File: config.mk
export PLATFORM = sky130hd
export DESIGN_NAME = reg_file_flat
export DESIGN_NICKNAME = d
export VERILOG_FILES = /design/src/rtl/reg_file_if.sv /design/src/rtl/reg_file.sv /design/src/flat_wrapper.sv
export SDC_FILE = /design/constraint.sdc
export NUM_CORES = 2
export LEC_CHECK = 0
export ABC_CLOCK_PERIOD_IN_PS = 4400
export BUFFER_PORTS_ARGS = -buffer_cell sky130_fd_sc_hd__buf_4
export CAP_MARGIN = 25
export CORE_UTILIZATION = 35
export CTS_CLUSTER_DIAMETER = 80
export DETAILED_ROUTE_END_ITERATION = 8
export MAX_ROUTING_LAYER = met4
export SETUP_SLACK_MARGIN = 0.1
export SYNTH_ARGS = -nofsm -noshare
export SYNTH_HDL_FRONTEND = slang
export SYNTH_SLANG_ARGS = --single-unit
File: constraint.sdc
create_clock -name clk -period 4.4 [get_ports clk]
set_input_delay 0.88 -clock clk [delete_from_list [all_inputs] [get_ports clk]]
set_output_delay 0.88 -clock clk [all_outputs]
set_load 0.005 [all_outputs]
File: src/rtl/reg_file_if.sv
// Bus bundle for reg_file: two combinational read ports, one write port,
// a reserve port for scoreboarding, and the stall/pending status back out.
interface reg_file_if #(
  parameter int unsigned WIDTH = 32,
  parameter int unsigned AW    = 5
);
  logic [AW-1:0]      RA1;
  logic [AW-1:0]      RA2;
  logic [WIDTH-1:0]   RD1;
  logic [WIDTH-1:0]   RD2;
  logic               WE;
  logic [AW-1:0]      WA;
  logic [WIDTH-1:0]   WD;
  logic               RSV;
  logic [AW-1:0]      RSV_A;
  logic               STALL;
  logic [(2**AW)-1:0] PEND;

  modport master (
    output RA1, RA2, WE, WA, WD, RSV, RSV_A,
    input  RD1, RD2, STALL, PEND
  );

  modport slave (
    input  RA1, RA2, WE, WA, WD, RSV, RSV_A,
    output RD1, RD2, STALL, PEND
  );
endinterface

File: src/rtl/reg_file.sv
// 2**AW x WIDTH register file with write-through bypass and a per-register
// pending scoreboard that raises STALL when a read hits an outstanding write.
module reg_file #(
  parameter int unsigned WIDTH = 32,
  parameter int unsigned AW    = 5
) (
  input  logic     clk,
  input  logic     reset_n,
  reg_file_if.slave bus
);
  localparam int unsigned NREG = 2**AW;

  logic [WIDTH-1:0] regs_q [NREG];
  logic [NREG-1:0]  pend_q;
  logic [NREG-1:0]  pend_d;
  logic             wr_en;
  logic             rsv_en;
  logic             byp1;
  logic             byp2;

  always_comb begin
    wr_en  = bus.WE  && (bus.WA    != '0);
    rsv_en = bus.RSV && (bus.RSV_A != '0);
    byp1   = wr_en && (bus.WA == bus.RA1);
    byp2   = wr_en && (bus.WA == bus.RA2);
    // Reserve is applied after the write-clear so a same-address collision stays pending.
    pend_d = pend_q;
    if (wr_en)  pend_d[bus.WA]    = 1'b0;
    if (rsv_en) pend_d[bus.RSV_A] = 1'b1;
  end

  // Register 0 is only ever loaded by reset, so it reads as zero without a mux.
  always_ff @(posedge clk or negedge reset_n) begin
    if (!reset_n) begin
      regs_q <= '{default: '0};
      pend_q <= '0;
    end else begin
      pend_q <= pend_d;
      if (wr_en) regs_q[bus.WA] <= bus.WD;
    end
  end

  always_comb begin
    bus.RD1   = byp1 ? bus.WD : regs_q[bus.RA1];
    bus.RD2   = byp2 ? bus.WD : regs_q[bus.RA2];
    bus.STALL = (pend_q[bus.RA1] && (bus.RA1 != '0) && !byp1)
             || (pend_q[bus.RA2] && (bus.RA2 != '0) && !byp2);
    bus.PEND  = pend_q;
  end
endmodule

File: src/flat_wrapper.sv
// flat-port wrapper written by rule: the top's interface ports become plain ports
module reg_file_flat 
#(
  parameter int unsigned WIDTH = 32,
  parameter int unsigned AW    = 5
)
  (clk, reset_n, bus_RA1, bus_RA2, bus_WE, bus_WA, bus_WD, bus_RSV, bus_RSV_A, bus_RD1, bus_RD2, bus_STALL, bus_PEND);
  reg_file_if #(.WIDTH(WIDTH), .AW(AW)) bus_i ();
  input  logic clk;
  input  logic reset_n;
  input wire logic [$bits(bus_i.RA1)-1:0] bus_RA1;
  input wire logic [$bits(bus_i.RA2)-1:0] bus_RA2;
  input wire logic [$bits(bus_i.WE)-1:0] bus_WE;
  input wire logic [$bits(bus_i.WA)-1:0] bus_WA;
  input wire logic [$bits(bus_i.WD)-1:0] bus_WD;
  input wire logic [$bits(bus_i.RSV)-1:0] bus_RSV;
  input wire logic [$bits(bus_i.RSV_A)-1:0] bus_RSV_A;
  output wire logic [$bits(bus_i.RD1)-1:0] bus_RD1;
  output wire logic [$bits(bus_i.RD2)-1:0] bus_RD2;
  output wire logic [$bits(bus_i.STALL)-1:0] bus_STALL;
  output wire logic [$bits(bus_i.PEND)-1:0] bus_PEND;
  assign bus_i.RA1 = bus_RA1;
  assign bus_i.RA2 = bus_RA2;
  assign bus_i.WE = bus_WE;
  assign bus_i.WA = bus_WA;
  assign bus_i.WD = bus_WD;
  assign bus_i.RSV = bus_RSV;
  assign bus_i.RSV_A = bus_RSV_A;
  assign bus_RD1 = bus_i.RD1;
  assign bus_RD2 = bus_i.RD2;
  assign bus_STALL = bus_i.STALL;
  assign bus_PEND = bus_i.PEND;
  reg_file #(.WIDTH(WIDTH), .AW(AW)) u_core (.clk(clk), .reset_n(reset_n), .bus(bus_i));
endmodule
==> results.sh <==
export IMPL_drcViolationCount=0
export IMPL_cts_made_buffers=116
export IMPL_drtIter0Drc=2770
export IMPL_io_pins=153
export IMPL_cp_start_kind="input pin"
export IMPL_hp_class="in2async"
export IMPL_synth_seq_cells=1056
export IMPL_insertion_delay_ns=0.72
export IMPL_finalClockSkew_ns=0
export IMPL_synth_edff_count=0
export IMPL_vdd_drop_max_mv=0.3346
export IMPL_synth_cells=3703
export IMPL_drv_slew=0
export IMPL_path_max_fanout=38
export IMPL_power_density_nw_per_um2=447.7
export IMPL_crit_chain="buf_8, xnor2_1, nand3_1, nor4_4, buf_12, buf_4, mux2i_1, buf_4"
export IMPL_grt_setup_unrepaired="false"
export IMPL_status="finished clean"
export IMPL_fillers=14793
export IMPL_path_common_cell="buf_4"
export IMPL_antenna_found_initial=4
export IMPL_cts_hold_buffers=0
export IMPL_cts_tree="yes"
export IMPL_drv_cap=0
export IMPL_fp_dieW_um=403.8
export IMPL_crit_slowest_cell="mux2i_1"
export IMPL_gr_max_usage_layer="met2"
export IMPL_hpwl_um=103200
export IMPL_htreeDepth=3
export IMPL_gr_usage_met2_pct=34.70
export IMPL_first_pass_iters=5
export IMPL_reg2reg_setup_slack_ns=3.57
export IMPL_worst_pin_slew_ns=1.114
export IMPL_clkSinkCount=1056
export IMPL_routed_wl_um=172600
export IMPL_grt_pass1_wl_um=256600
export IMPL_num_rows=147
export IMPL_clk_pin_slew_ns=0.06
export IMPL_final_hold_viol_count=0
export IMPL_power_leakage_nw=27.46
export IMPL_final_area_um2=64620
export IMPL_drive_above_1_share_pct=54.40
export IMPL_setup_viol=0
export IMPL_io_buffers=152
export IMPL_syn2layout_area_growth_pct=14.37
export IMPL_initial_core_util_pct=35.23
export IMPL_critPathKind="in2out"
export IMPL_die_y_um=403.8
export IMPL_grt_overflow=0
export IMPL_cpPeakStageDelay_ns=0.43
export IMPL_postRouteAntennaNets=0
export IMPL_fmax_ghz=0.2462
export IMPL_wl_per_cell_um=28.87
export IMPL_vias=35046
export IMPL_cp_num_buf_inv=4
export IMPL_async_flop_share_pct=100.0
export IMPL_final_nets=3782
export IMPL_synth_avg_cell_area_um2=15.26
export IMPL_fin_tns_setup_ns=0
export IMPL_dpl_instance_area_um2=60730
export IMPL_grt_use_total_pct=21.87
export IMPL_synth_area_top_cells="dfrtp_1 (47%), mux4_2 (21%), mux2_2 (19%)"
export IMPL_finalCriticalPeriod_ns=4.062
export IMPL_yosys_most_used_dff="dfrtp_1"
export IMPL_cp_required_ns=3.52
export IMPL_vias_per_cell=5.860
export IMPL_fin_crit_sh_pct=92.31
export IMPL_post_cts_buffers=0
export IMPL_synth_commonest_cells="dfrtp_1 (1056), mux2_2 (967), mux4_2 (528)"
export IMPL_grt_max_degree=138
export IMPL_gp_congestion=0.8342
export IMPL_slew_headroom_pct=25.47
export IMPL_ys_seq_area_share_pct=46.77
export IMPL_yosysTopAreaCell="dfrtp_1"
export IMPL_end_kind="output port"
export IMPL_cp_top_family="buffers and inverters"
export IMPL_yosysWarnings=0
export IMPL_cts_resized=0
export IMPL_first_global_vias=36332
export IMPL_arrival_ns=3.18
export IMPL_yosysMostFrequentCell="dfrtp_1"
export IMPL_syn_nets=3759
export IMPL_cts_root_buffer="clkbuf_16"
export IMPL_core_area_um2=160400
export IMPL_synth_cell_area_um2=56500
export IMPL_grtUsageMet1_pct=29.45
export IMPL_synth_distinct_cells=44
export IMPL_ctsLongestPathBuffers=3
export IMPL_die_area_um2=163000
export IMPL_synth_top_area_share_pct=46.77
export IMPL_use_met3_pct=3.130
worst paths after layout:
kind,start,to,depth (start not counted)
worst max-delay path,bus_RA2[0],bus_RD2[30],8
worst min-delay path,reset_n,u_core.bus.PEND[26],1
worst max register to register,u_core.bus.PEND[24],u_core.bus.PEND[24],2
worst min register to register,u_core.bus.PEND[0],u_core.bus.PEND[0],0
max in group asynchronous,reset_n,u_core.regs_q[655],2
min in group clk,u_core.bus.PEND[0],u_core.bus.PEND[0],0
cells by family after synthesis:
group / synth area share (%)
XOR/XNOR: 0.1550
multiplexers: 42.99
AO/OA/AOI/OAI: 4.453
flip-flops: 46.77
AND/OR/NAND/NOR: 2.033
buffers and inverters: 3.596
cell type report:
cell class | instances | area (um^2) | area share (%)
Clock inverter | 32 | 425.4 | 0.6583
Clock buffer | 178 | 3458 | 5.352
Tap cell | 2160 | 2703 | 4.182
Multi-Input combinational cell | 2209 | 28280 | 43.77
Antenna cell | 3 | 7.507 | 0.01162
Inverter | 5 | 18.77 | 0.02904
Timing Repair Buffer | 338 | 3301 | 5.108
Sequential cell | 1056 | 26430 | 40.89
metal layers:
metal / routed length, um / share of wire, %
met5: 0 / 0
met3: 8847 / 5.1
met4: 4606 / 2.7
met2: 84340 / 49
met1: 74860 / 43
worst reg2reg max path, stage by stage, from the launching register on:
cell	delay (ns)
dfrtp_1	0.44
o21ai_0	0.12
o31ai_1	0.14
flip-flops by register name, indices dropped and copies added, names as in the netlist:
signal and count:
u_core.bus.PEND 32, u_core.regs_q 1024
where the power goes:
group          internal (mW)  switching (mW)  total [mW]
clock network           5.90            4.14        10.0
registers               11.6            1.37        12.9
logic                   3.71            2.24        5.95
per-stage QoR:
stage	hold WS, ns	power [mW]	setup WS (ns)	std cells	util, %
2_1_floorplan	0.4413	17.07	1.066	3703	-
3_3_place_gp	0.3700	18.84	0.2684	5767	37.85
3_5_place_dp	0.3684	19.06	0.2695	5768	37.87
4_1_cts	0.2010	29.14	0.2665	5978	40.29
5_1_grt	0.1951	30.20	0.2452	5981	40.29
6_report	0.1724	28.93	0.3382	5981	40.29
placed cells by master (no fill, tap or decap), drive strengths merged, types with 5 or more instances in the layout:
cell type and instances:
nand2 96, mux2 981, bufinv 9, a22o 73, inv 9, xnor2 7
dfrtp 1056, a21oi 5, mux2i 135, a22oi 66, o22ai 63, nand2b 7
nor2b 42, a311oi 31, nand4b 6, clkinv 19, nor3 38, mux4 528
a211oi 33, nand3 7, nor2 23, buf 338, o21ai 43, clkbuf 178
(Power assumes the default switching activity.)
